### config.mk
export PLATFORM = sky130hd
export DESIGN_NAME = display_arbiter
export DESIGN_NICKNAME = d
export VERILOG_FILES = /design/src/rtl/display_arbiter.sv
export SDC_FILE = /design/constraint.sdc
export NUM_CORES = 1
export LEC_CHECK = 0
export CORE_ASPECT_RATIO = 1.75
export CORE_MARGIN = 5
export CORE_UTILIZATION = 37
export DETAILED_ROUTE_END_ITERATION = 6
export PLACE_DENSITY = 0.62
export RECOVER_POWER = 25
export SLEW_MARGIN = 10
export SYNTH_ARGS = -nofsm -noshare
export SYNTH_HDL_FRONTEND = slang
export SYNTH_SLANG_ARGS = --single-unit
### constraint.sdc
create_clock -name clk -period 2.7 [get_ports clk]
set_clock_uncertainty 0.05 [all_clocks]
set_input_delay 0.81 -clock clk [delete_from_list [all_inputs] [get_ports clk]]
set_output_delay 0.81 -clock clk [all_outputs]
set_load 0.005 [all_outputs]
### src/rtl/display_arbiter.sv
// ---------------------------------------------------------------------------
// display_arbiter
//
// Shares one display datapath between four requesters. The alarm requester
// (bit 3) always wins and can pre-empt a running grant. The other three
// (lev, status, hist) take turns in round-robin order. A non-alarm grant is
// held for at least HOLD_CYC cycles and at most TIMEOUT_CYC cycles. Every
// release is followed by one idle GAP cycle.
//
// Ports
//   clk      : system clock, rising edge
//   rst      : synchronous active-high reset
//   sw       : system enable, 0 forces IDLE and drops any grant
//   req[3:0] : requests (3 alarm, 2 lev, 1 status, 0 hist)
//   done[3:0]: release indications, same bit mapping as req
//   gnt[3:0] : registered one-hot grant, zero when nothing is granted
//   sel[1:0] : registered index of the granted bit, holds when gnt is zero
//   busy     : registered, high whenever gnt is non-zero
//   preempt  : one-cycle pulse when an alarm forces a release
//   timeout  : one-cycle pulse when a non-alarm grant hits TIMEOUT_CYC
// ---------------------------------------------------------------------------
module display_arbiter #(
   parameter int HOLD_CYC    = 8,
   parameter int TIMEOUT_CYC = 64
) (
   input  logic       clk,
   input  logic       rst,
   input  logic       sw,
   input  logic [3:0] req,
   input  logic [3:0] done,
   output logic [3:0] gnt,
   output logic [1:0] sel,
   output logic       busy,
   output logic       preempt,
   output logic       timeout
);

   typedef enum logic [1:0] {IDLE, ARB, GRANT, GAP} state_t;

   localparam logic [7:0] HOLD_LAST    = 8'(HOLD_CYC - 1);
   localparam logic [7:0] TIMEOUT_LAST = 8'(TIMEOUT_CYC - 1);

   state_t     r_state;
   logic [7:0] r_holdCnt;
   logic [1:0] r_last;

   logic [1:0] w_rrIdx;
   logic [1:0] w_winIdx;
   logic       w_ownAlarm;
   logic       w_ownReq;
   logic       w_ownDone;
   logic       w_release;
   logic       w_preemptNow;
   logic       w_timeoutNow;

   // Round-robin pick among hist/status/lev. The search starts just after
   // the most recently granted non-alarm index and wraps around.
   always_comb begin
      w_rrIdx = 2'd0;
      case (r_last)
         2'd0: begin
            if (req[1])      w_rrIdx = 2'd1;
            else if (req[2]) w_rrIdx = 2'd2;
            else             w_rrIdx = 2'd0;
         end
         2'd1: begin
            if (req[2])      w_rrIdx = 2'd2;
            else if (req[0]) w_rrIdx = 2'd0;
            else             w_rrIdx = 2'd1;
         end
         default: begin
            if (req[0])      w_rrIdx = 2'd0;
            else if (req[1]) w_rrIdx = 2'd1;
            else             w_rrIdx = 2'd2;
         end
      endcase
   end

   assign w_winIdx   = req[3] ? 2'd3 : w_rrIdx;
   assign w_ownAlarm = (sel == 2'd3);
   assign w_ownReq   = req[sel];
   assign w_ownDone  = done[sel];

   // Release decision for the grant currently held. For a non-alarm owner,
   // an alarm request takes precedence, then a voluntary release once the
   // minimum hold is met, then the forced timeout. Alarm grants never time out.
   always_comb begin
      w_release    = 1'b0;
      w_preemptNow = 1'b0;
      w_timeoutNow = 1'b0;
      if (w_ownAlarm) begin
         w_release = done[3] | ~req[3];
      end else if (req[3]) begin
         w_release    = 1'b1;
         w_preemptNow = 1'b1;
      end else if ((r_holdCnt >= HOLD_LAST) && (w_ownDone || !w_ownReq)) begin
         w_release = 1'b1;
      end else if (r_holdCnt >= TIMEOUT_LAST) begin
         w_release    = 1'b1;
         w_timeoutNow = 1'b1;
      end
   end

   // Single state machine with all outputs registered. Pulses default low
   // every cycle and are raised only on the releasing edge.
   always_ff @(posedge clk) begin
      if (rst) begin
         r_state   <= IDLE;
         r_holdCnt <= 8'd0;
         r_last    <= 2'd2;
         gnt       <= 4'b0000;
         sel       <= 2'd0;
         busy      <= 1'b0;
         preempt   <= 1'b0;
         timeout   <= 1'b0;
      end else begin
         preempt <= 1'b0;
         timeout <= 1'b0;
         if (!sw) begin
            r_state   <= IDLE;
            r_holdCnt <= 8'd0;
            gnt       <= 4'b0000;
            busy      <= 1'b0;
         end else begin
            case (r_state)
               IDLE: r_state <= ARB;
               ARB: begin
                  if (|req) begin
                     r_state   <= GRANT;
                     gnt       <= 4'b0001 << w_winIdx;
                     sel       <= w_winIdx;
                     busy      <= 1'b1;
                     r_holdCnt <= 8'd0;
                     if (!req[3]) r_last <= w_rrIdx;
                  end
               end
               GRANT: begin
                  if (w_release) begin
                     r_state <= GAP;
                     gnt     <= 4'b0000;
                     busy    <= 1'b0;
                     preempt <= w_preemptNow;
                     timeout <= w_timeoutNow;
                  end else if (r_holdCnt != 8'd255) begin
                     r_holdCnt <= r_holdCnt + 8'd1;
                  end
               end
               GAP:     r_state <= ARB;
               default: r_state <= IDLE;
            endcase
         end
      end
   end

endmodule

==> results of run 1 <==
through the flow:
step	setup TNS (ns)	cell area, sq um	power (W)	utilization
after global placement	-0.4284	1425	0.0004292	0.4868
after detailed placement	-0.7699	1425	0.0004309	0.4868
final	0	1478	0.0006286	0.5047
after floorplan	0	1115	0.0003767	-
after global routing	0	1478	0.0006661	0.5047
after CTS	0	1471	0.0006400	0.5026
power by group through the flow:
stage | sequential [W] | clock, W | combinational (W)
after floorplan | 0.000327 | 0 | 0.0000502
after detailed placement | 0.000328 | 0 | 0.000103
final | 0.000320 | 0.000205 | 0.000104
after global routing | 0.000321 | 0.000231 | 0.000114
after CTS | 0.000320 | 0.000215 | 0.000104
after global placement | 0.000327 | 0 | 0.000102
flip-flops by register name (all words and copies together) (netlist names):
name       cells
r_holdCnt      8
r_state        2
sel            2
timeout        1
gnt            4
r_last         2
preempt        1
busy           1
path summary, 6_finish.rpt:
check	start	endpoint	slack, ns	cells past startpoint
hold / removal	gnt[2]$_SDFFE_PP0P_	gnt[2]$_SDFFE_PP0P_	0.42	1
hold reg to reg	gnt[2]$_SDFFE_PP0P_	gnt[2]$_SDFFE_PP0P_	0.42	1
setup / recovery	req[3]	r_holdCnt[7]$_SDFFE_PP0P_	0.13	7
setup reg to reg	r_state[0]$_SDFFE_PP0P_	r_holdCnt[0]$_SDFFE_PP0P_	0.50	8
final cells by class:
type	instances	area, sq um
timing repair buffer	31	280.3
sequential	21	420.4
inverter	5	18.77
tap	28	35.03
fill	283	1450
clock buffer	3	41.29
clock inverter	1	5.005
multi-input combinational	106	676.9
timing repair:
| item | 4_1_cts | 5_1_grt |
|---|---|---|
| resized for setup | 0 | 1 |
| setup buffers | 0 | 0 |
| endpoints found under the setup margin | 0 | 4 |
layer usage:
metal	part of all wire	up-vias	GRT usage
met5	0	-	0
met4	0.048	0	0.08661
met3	0.050	15	0.02693
met2	0.53	45	0.2857
met1	0.37	488	0.1414
li1	-	556	-
synthesized netlist by cell type:
cell type	n	area share
sky130_fd_sc_hd__a31oi_1	1	0.0056
sky130_fd_sc_hd__o2111a_1	1	0.010
sky130_fd_sc_hd__a22o_1	2	0.016
sky130_fd_sc_hd__o21ai_1	7	0.031
sky130_fd_sc_hd__o211ai_1	2	0.013
sky130_fd_sc_hd__a21boi_0	1	0.0067
sky130_fd_sc_hd__buf_2	1	0.0045
sky130_fd_sc_hd__nand2_1	15	0.051
sky130_fd_sc_hd__ha_1	3	0.034
sky130_fd_sc_hd__o22a_1	1	0.0079
sky130_fd_sc_hd__and2_1	1	0.0056
sky130_fd_sc_hd__a21oi_2	1	0.0079
sky130_fd_sc_hd__inv_2	1	0.0034
sky130_fd_sc_hd__nand3_1	8	0.036
sky130_fd_sc_hd__a211oi_1	2	0.013
sky130_fd_sc_hd__nor4_2	2	0.022
sky130_fd_sc_hd__nor3_4	1	0.015
sky130_fd_sc_hd__and3_4	1	0.010
sky130_fd_sc_hd__dfxtp_1	21	0.38
sky130_fd_sc_hd__o32ai_1	1	0.0079
sky130_fd_sc_hd__and3_1	5	0.028
sky130_fd_sc_hd__nor3_1	3	0.013
sky130_fd_sc_hd__nand2b_1	7	0.039
sky130_fd_sc_hd__o2bb2ai_1	3	0.024
sky130_fd_sc_hd__a21o_1	3	0.020
sky130_fd_sc_hd__or3_4	1	0.010
sky130_fd_sc_hd__nor2_1	14	0.047
sky130_fd_sc_hd__or4_1	2	0.013
sky130_fd_sc_hd__a21oi_1	6	0.027
sky130_fd_sc_hd__inv_1	4	0.013
sky130_fd_sc_hd__a31o_1	3	0.024
sky130_fd_sc_hd__xnor2_1	3	0.024
sky130_fd_sc_hd__nor4_1	2	0.011
sky130_fd_sc_hd__nor2b_1	1	0.0056
sky130_fd_sc_hd__nand3_2	1	0.0090
sky130_fd_sc_hd__o21a_1	2	0.013
critical path, stage by stage:
cell and delay [ns]:
sky130_fd_sc_hd__clkdlybuf4s50_1 0.56, sky130_fd_sc_hd__inv_2 0.06, sky130_fd_sc_hd__or3_4 0.41, sky130_fd_sc_hd__o2111a_1 0.21
sky130_fd_sc_hd__nor4_2 0.38, sky130_fd_sc_hd__xnor2_1 0.16, sky130_fd_sc_hd__nor2_1 0.05
placed cells by master, fill, tap and decap left out, drive strengths merged, types with 3 or more instances in the layout:
| master | Yosys | layout |
|---|---|---|
| o21ai | 7 | 7 |
| o2bb2ai | 3 | 3 |
| nand3 | 9 | 9 |
| clkbuf | 0 | 3 |
| nor4 | 4 | 4 |
| clkdlybuf4s50 | 0 | 12 |
| nand2 | 15 | 15 |
| nor2 | 14 | 14 |
| nor3 | 4 | 4 |
| inv | 5 | 5 |
| xnor2 | 3 | 3 |
| dfxtp | 21 | 21 |
| buf | 1 | 12 |
| a31o | 3 | 3 |
| ha | 3 | 3 |
| dlygate4sd3 | 0 | 7 |
| a21oi | 7 | 7 |
| nand2b | 7 | 7 |
| and3 | 6 | 6 |
| a21o | 3 | 3 |
logic make-up (layout without fill, tap and decap cells):
family	Yosys count	after routing	share of synthesized area
AOI/OAI and AO/OA	36	36	0.2278
xor gates and xnor gates	3	3	0.02357
adders and majority gates	3	3	0.03367
buffers and inverters	6	40	0.02131
DFF	21	21	0.3771
and+or+nand+nor	64	64	0.3165
==> results.md, run 1 <==
* Slew HR at 0.6109
* Maximum fanout along the worst path at 5
* Peak clock frequency supported by timing at between 300 and 400 MHz
* Count of standard-cell rows at 26
* Total net switching power at 0.0001584 W
* Die extent in x at between 50 and 60 um
* Clock network power share at 0.326
* Antenna-violating nets left at 0
* Number of synthesized register bits at 21
* Reported max-cap violation count at 0
* Mapped Nets at about 150
* P_leak at about 0.6 nW
* Critical setup path kind: input port to register
* CP Data Required Time at 2.78 ns
* Type of destination of the critical path: register
* First-pass GRT wire length at roughly 4800 um
* Post-synthesis cell area at about 0.0011 sq mm
* Min-Delay Path Class: register to register
* Post-Place Cells at between 150 and 200
* Via count of the first global-routing pass at roughly 1100
* Die footprint at 0.004254 sq mm
* Clock buffers created by TritonCTS at 3
* Routed length per placed instance at about 15 um
* Overall via count from detail_route at between 1000 and 1500
* Pre-CTS setup slack at -0.1145 ns
* Starting utilization of the core area at 0.3808
* Final setup vio count at 0
* Transition time at the pin with the least slew margin at between 0.5 and 0.6 ns
* Proportion of power drawn by flip-flops and latches at 0.509
* Number of distinct library cells after synthesis at 36
* Drc violations at 0
* TritonCTS clock tree: yes
* Num ports at 20
* Fraction of layout instances using a drive strength above 1 at 0.1497
* 1st-iter DRT viols at 29
* Gate power share at 0.165
* Number of antenna violations at the first check in global routing at 0
* Min Hold Slack at approximately 0.42 ns
* Total inserted antenna cells at 0
* DP HPWL at 2341 um
* Maximum buffer depth of the clock tree at 2
* Final hold violation count at 0
* Overall overflow remaining after global route at 0
* Synth Instances at about 130
* Sw Share at 0.2519
* Global placement routability congestion at ~0.89
* Final #Nets at about 180
* Via density per instance at about 5.7
* Unrepaired setup endpoints after global routing: false
* Layout overhead on the synthesized area at 32.55%
* Number of clock sinks at 21
* Root Driver: sky130_fd_sc_hd__clkbuf_8
* Post-route clock period utilization at 0.9521
* Largest voltage drop on the vdd net at 291.3 uV
* Final instance count without filler cells at about 200
* Sequential share of the synthesized area at 0.3771
* Clk Latency, worst-skew pair at ~0.26 ns
* Crit start category: input port
* H-tree Lvls at 1
* Core area at 0.002928 sq mm
* Pin count of the biggest net entering global routing at 13
* Data arrival time at the worst-slack endpoint at ~2.7 ns
* Total number of yosys warnings at 0
* Status: finished, final reports clean
* Avg Cell Area, Syn at 8.382 sq um
* Quantity of hold-fixing buffers added after cts at 0
* Pwr Density at 425.4 mW/mm^2
* Internal power at 0.0004703 W
* Port Buf Inserts at 19
* DRT Pass-1 Iters at 4
* Die outline height at just over 80 um
* Total routed wirelength at 2863 um
* Final number of max-transition violations at 0
* Post-route setup slack at around 0.13 ns
* Gr usage total at 0.1482
* Clock input transition at the sequential cells of the worst setup and hold paths at around 0.070 ns
* Minimum clock period after layout at about 2.6 ns
No activity file was read; power rests on OpenSTA's default activity.
==> run 2, diff against run 1 <==
CAP_MARGIN = 20   (was default)
==> results of run 2 <==
The final DEF is identical to that of run 1; final timing and power are the same.
==> run 3, diff against run 2 <==
CORE_UTILIZATION = 44   (was 37)
PLACE_DENSITY = 0.71   (was 0.62)
==> results.md, run 3 (same netlist as run 1, synthesis figures left out) <==
* Status: finished, final reports clean
* Setup fix buffers added after clock tree synthesis at 0 (unchanged)
* Final setup vio count at 0 (unchanged)
* Crit start category: input port
* Register with the most flip-flops: r_holdCnt
* DRT Pass-1 Iters at 7 (+3)
* Met2 global-route usage at 0.3329 (+0.04718)
* DP HPWL at 2418 um (+3.3%)
* Fraction of layout instances using a drive strength above 1 at 0.1538 (+0.004146)
* FILL cells at 245 (-13%)
* Pin count of the biggest net entering global routing at 12 (-1)
* Clk Latency, worst-skew pair at 0.27 ns (about the same)
* Final #Nets at 184 (+1.1%)
* P_leak at 0.5916 nW (+0.54%)
* Critical register-to-register path startpoint: r_state[0]$_SDFFE_PP0P_
* Minimum clock period after layout at 2.556 ns (-0.01516 ns)
* Starting utilization of the core area at 0.4527 (+0.07197)
* Min Hold Slack at 0.4138 ns (-0.002708 ns)
* Critical setup path kind: input port to register
* Power after layout at 0.0006350 W (+1.0%)
* Slew HR at 0.6200 (+0.009155)
* Via count of the first global-routing pass at 1102 (+1.8%)
* Global placement routability congestion at 0.8313 (-6.2%)
* Port Buf Inserts at 19 (unchanged)
* Layout overhead on the synthesized area at 33.11%
* Maximum fanout along the worst path at 7 (+2)
* Total inserted antenna cells at 0 (unchanged)
* Pwr Density at 427.9 mW/mm^2 (+0.59%)
* Data arrival time at the worst-slack endpoint at 2.67 ns (+0.02 ns)
* Overall overflow remaining after global route at 0 (unchanged)
* Largest register FFs at 8 (unchanged)
* Final Util at 0.6026 (+0.09794)
* Overall via count from detail_route at 1134 (+2.7%)
* Quantity of hold-fixing buffers added after cts at 0 (unchanged)
* Leading cell types in the layout, fill and taps excluded: sky130_fd_sc_hd__dfxtp_1 (21), sky130_fd_sc_hd__nand2_1 (15), sky130_fd_sc_hd__nor2_1 (14), sky130_fd_sc_hd__buf_4 (14), sky130_fd_sc_hd__clkdlybuf4s50_1 (13)
* Largest registers in the final layout: r_holdCnt: 8 flops, gnt: 4 flops
* Num ports at 20 (unchanged)
* TritonCTS clock tree: yes
* Number of antenna violations at the first check in global routing at 0 (unchanged)
* Type of destination of the critical path: register
* Transition time at the pin with the least slew margin at 0.5662 ns (-0.01308 ns)
* Final hold violation count at 0 (unchanged)
* Number of clock sinks at 21 (unchanged)
* CP Data Required Time at 2.82 ns (+0.04 ns)
* Worst setup path startpoint: req[3]
* Antenna-violating nets left at 0 (unchanged)
* Peak-usage layer in the global routing report: met2
* Root Driver: sky130_fd_sc_hd__clkbuf_8
* First-pass GRT wire length at 4919 um (+2.9%)
* Clock buffers created by TritonCTS at 3 (unchanged)
* 1st-iter DRT viols at 41 (+41%)
* Routed length per placed instance at 15.64 um (+6.5%)
* Maximum buffer depth of the clock tree at 2 (unchanged)
* Beginning of the worst hold path: busy$_SDFFE_PP0P_
* Gr usage total at 0.1828 (+0.03466)
* Count of standard-cell rows at 24 (-7.7%)
* Final number of max-transition violations at 0 (unchanged)
* Clock input transition at the sequential cells of the worst setup and hold paths at 0.08 ns (about the same)
* Met1 layer usage reported by global route at 0.1758 (+0.03435)
* Post-cts resize count at 0 (unchanged)
* Peak clock frequency supported by timing at 391.3 MHz (+0.59%)
* Via density per instance at 5.815 (+2.7%)
* Die footprint at 0.003680 sq mm (-13%)
* Unrepaired setup endpoints after global routing: false
* Largest voltage drop on the vdd net at 302.9 uV (+4.0%)
* Area of all sequential standard cells at 420.4 sq um (unchanged)
* Met3 track demand over resource in global routing at 0.04255 (+0.01562)
* Post-route clock period utilization at 0.9465 (-0.005613)
* Die extent in x at 48.05 um (-6.7%)
* Sum of negative setup slack at 0 ns (unchanged)
* Total area of multi-input combinational cells at 671.9 sq um (-0.74%)
* Most common cell after layout, fill and taps aside: sky130_fd_sc_hd__dfxtp_1
* Total routed wirelength at 3049 um (+6.5%)
* Min-Delay Path Class: register to register
* Core area at 0.002462 sq mm (-16%)
* Drc violations at 0 (unchanged)
* Reported max-cap violation count at 0 (unchanged)
* H-tree Lvls at 1 (unchanged)
* Die outline height at 76.59 um (-7.3%)
-- run 3: layout make-up --
type	instances	share of cell area
inverters	5	0.01265
multi-input cells	106	0.4528
clock buffers	4	0.03035
repair buffers	33	0.1990
well taps	26	0.02192
flip-flops and latches	21	0.2833
-- run 3: per-stage QoR --
stage / worst slack [ns] / instance area (sq um) / instances
finish: 0.1445 / 1484 / 195
global route: 0.004259 / 1484 / 195
CTS: 0.1396 / 1483 / 195
detailed placement: -0.1034 / 1438 / 191
global placement: -0.05370 / 1438 / 191
floorplan: 0.5231 / 1115 / 133
-- run 3: worst max-delay path, cell delays in order --
cell	delay (ns)
sky130_fd_sc_hd__clkdlybuf4s50_1	0.47
sky130_fd_sc_hd__buf_4	0.17
sky130_fd_sc_hd__nor4_1	0.20
sky130_fd_sc_hd__nand3_1	0.18
sky130_fd_sc_hd__o2111a_2	0.23
sky130_fd_sc_hd__nor3_4	0.30
sky130_fd_sc_hd__a21oi_1	0.12
sky130_fd_sc_hd__a31o_1	0.19
-- run 3: layer usage --
layer	routed length [um]	part of all wire
met1	1099	0.36
met2	1724	0.57
met3	134	0.044
met4	90	0.030
met5	0	0
-- run 3: report_power, final --
part	total, W	switching, W	internal, W
logic	0.000106	0.0000531	0.0000533
registers	0.000320	0.00000504	0.000315
clock network	0.000208	0.000103	0.000105
-- run 3: worst paths after layout --
check                              end  slack [ns]  cells after the start
max          r_holdCnt[3]$_SDFFE_PP0P_        0.14                      8
min reg2reg          busy$_SDFFE_PP0P_        0.41                      1
min                  busy$_SDFFE_PP0P_        0.41                      1
max reg2reg  r_holdCnt[0]$_SDFFE_PP0P_        0.49                      8
==> patch, RTL diff (config.mk and constraints of run 3) <==
Register the input `sw` before use. The logic sees it one clock later. The other inputs are not delayed to match.
--- a/src/rtl/display_arbiter.sv
+++ b/src/rtl/display_arbiter.sv
@@ -39,6 +39,12 @@
 
    localparam logic [7:0] HOLD_LAST    = 8'(HOLD_CYC - 1);
    localparam logic [7:0] TIMEOUT_LAST = 8'(TIMEOUT_CYC - 1);
+
+   logic sw_q;
+
+   always_ff @(posedge clk) begin
+      sw_q <= sw;
+   end
 
    state_t     r_state;
    logic [7:0] r_holdCnt;
@@ -116,7 +122,7 @@
       end else begin
          preempt <= 1'b0;
          timeout <= 1'b0;
-         if (!sw) begin
+         if (!sw_q) begin
             r_state   <= IDLE;
             r_holdCnt <= 8'd0;
             gnt       <= 4'b0000;
Function: changed (a bounded check fails within 4 cycles, from zero or initial values and one cycle with rst high).
==> patch against run 3 <==
Worst setup slack improved by 0.021 ns; synthesized area rose by 5.9%; via count fell by 0.71%; total power rose by 7.5%; critical endpoint is now r_holdCnt[5]; critical path type unchanged; largest cell class unchanged; hold slack got worse by 0.0057 ns; highest routed layer unchanged; final area rose by 4.5%; wire length fell by 6.8%; sequential cell count rose by 1.
==> patch: results (changes against run 3) <==
nFillCells: 260  # +6.1%
clock_latency_ns: 0.26
drive_above_1_share_pct: 16.2  # +0.80 points
slew_headroom_pct: 60.3  # -1.7 points
h-tree-depth: 1  # unchanged
grt_max_degree: 13  # +1
wl_met1_um: 1010  # -8.0%
critPathSlowestCell: "clkdlybuf4s50_1"
p_leak_nw: 0.585  # -1.1%
drt_iter0_drc: 21  # -49%
fin_cells: 200  # +2.6%
status: "finished, final reports clean"
vdd_drop_max_uv: 420  # +39%
nets: 189  # +2.7%
yosysUniqueCellTypes: 43  # +19%
wl_um: 2840  # -6.8%
cts.reportedPaths.clkPinSlew_ns: 0.08  # about the same
synthArstFlopShare_pct: 0  # unchanged
grt_pass1_vias: 1170  # +6.2%
slowest_delay_ns: 0.58  # +0.11 ns
grt_pass1_wl_um: 4980  # +1.3%
wl_met3_um: 75  # -44%
vias: 1126  # -0.71%
worstPathArrival_ns: 2.68  # about the same
wl_met2_um: 1700  # -1.5%
post_cts_resized: 0  # unchanged
yosys-top-cells-area: "dfxtp_1 (37%), ha_1 (4.2%), a21oi_1 (3.8%), nor2_1 (3.8%), nand2_1 (3.5%)"
globalplace.congestion: 0.859  # +3.3%
track_usage_pct: 16.1  # -2.2 points
path_delay_family: "buffers and inverters"
synth_commonest_cells: "dfxtp_1 (22), nor2_1 (12), nand2_1 (11)"
syn_nets: 153  # +4.1%
synth_area_per_cell_sq_um: 8.56  # +2.1%
drt-pass1-iter-count: 6  # -1
dp_hpwl_um: 2350  # -3.0%
hold_class: "reg2reg"
yosysSeqAreaShare_pct: 37.3  # -0.42 points
-- patch: changes by cell type after synthesis, sizes merged, moves of 3 or more --
cell / before / now
mux2i: 0 / 4
nor4: 4 / 1
a21oi: 7 / 10
and3: 6 / 2
or2: 0 / 3
inv: 5 / 8
or3: 1 / 4
nand2: 15 / 11
xnor2: 3 / 0
-- patch: cells by family after synthesis --
kind of cell,Yosys count,synth area share [%]
adder cells (fa/ha/maj),4,4.24
AND/OR/NAND/NOR,63,29.0
AO/OA/AOI/OAI,34,20.6
multiplexers,4,4.45
flip-flops,22,37.3
buffers and inverters,11,4.45
-- patch: area by class of cell --
type | instances | share of cell area, %
tap | 27 | 2.18
timing repair buffer | 34 | 19.5
sequential | 22 | 28.4
clock buffer | 4 | 3.55
multi-input combinational | 105 | 44.4
inverter | 8 | 1.94
-- patch: worst paths after layout --
check            endpoint  cells past startpoint  slack (ns)  startpoint
max reg2reg  r_holdCnt[5]                      8        0.64  r_state[1]
min                  busy                      1        0.41        busy
min reg2reg          busy                      1        0.41        busy
max          r_holdCnt[5]                      8        0.17      req[3]
-- patch: metal layers --
layer,track usage (%),vias to the layer above
met2,32.0,19
met3,3.04,6
met4,7.55,0
li1,-,567
met1,14.8,534
met5,0,-
-- patch: power by group --
| part | total, W | switching, W | internal [W] |
|---|---|---|---|
| Clock | 0.000238 | 0.000108 | 0.000130 |
| Sequential | 0.000337 | 0.00000636 | 0.000331 |
| Combinational | 0.000108 | 0.0000498 | 0.0000580 |
| Total | 0.000683 | 0.000164 | 0.000519 |
-- patch: worst register-to-register path: stages, from the launching register on --
cell	delay, ns
dfxtp_1	0.37
inv_1	0.08
ha_1	0.24
mux2i_4	0.23
a41oi_4	0.23
nand3b_2	0.12
buf_4	0.17
or3_1	0.35
a21oi_1	0.15
-- patch: through the flow --
step	hold slack (ns)	setup slack, ns	power [W]	instance area, sq um
finish	0.408	0.166	0.000683	1550
global route	0.437	0.0314	0.000717	1550
CTS	0.424	0.165	0.000691	1550
detailed placement	0.400	-0.107	0.000454	1500
global placement	0.391	-0.0419	0.000450	1500
floorplan	0.401	0.418	0.000400	1180
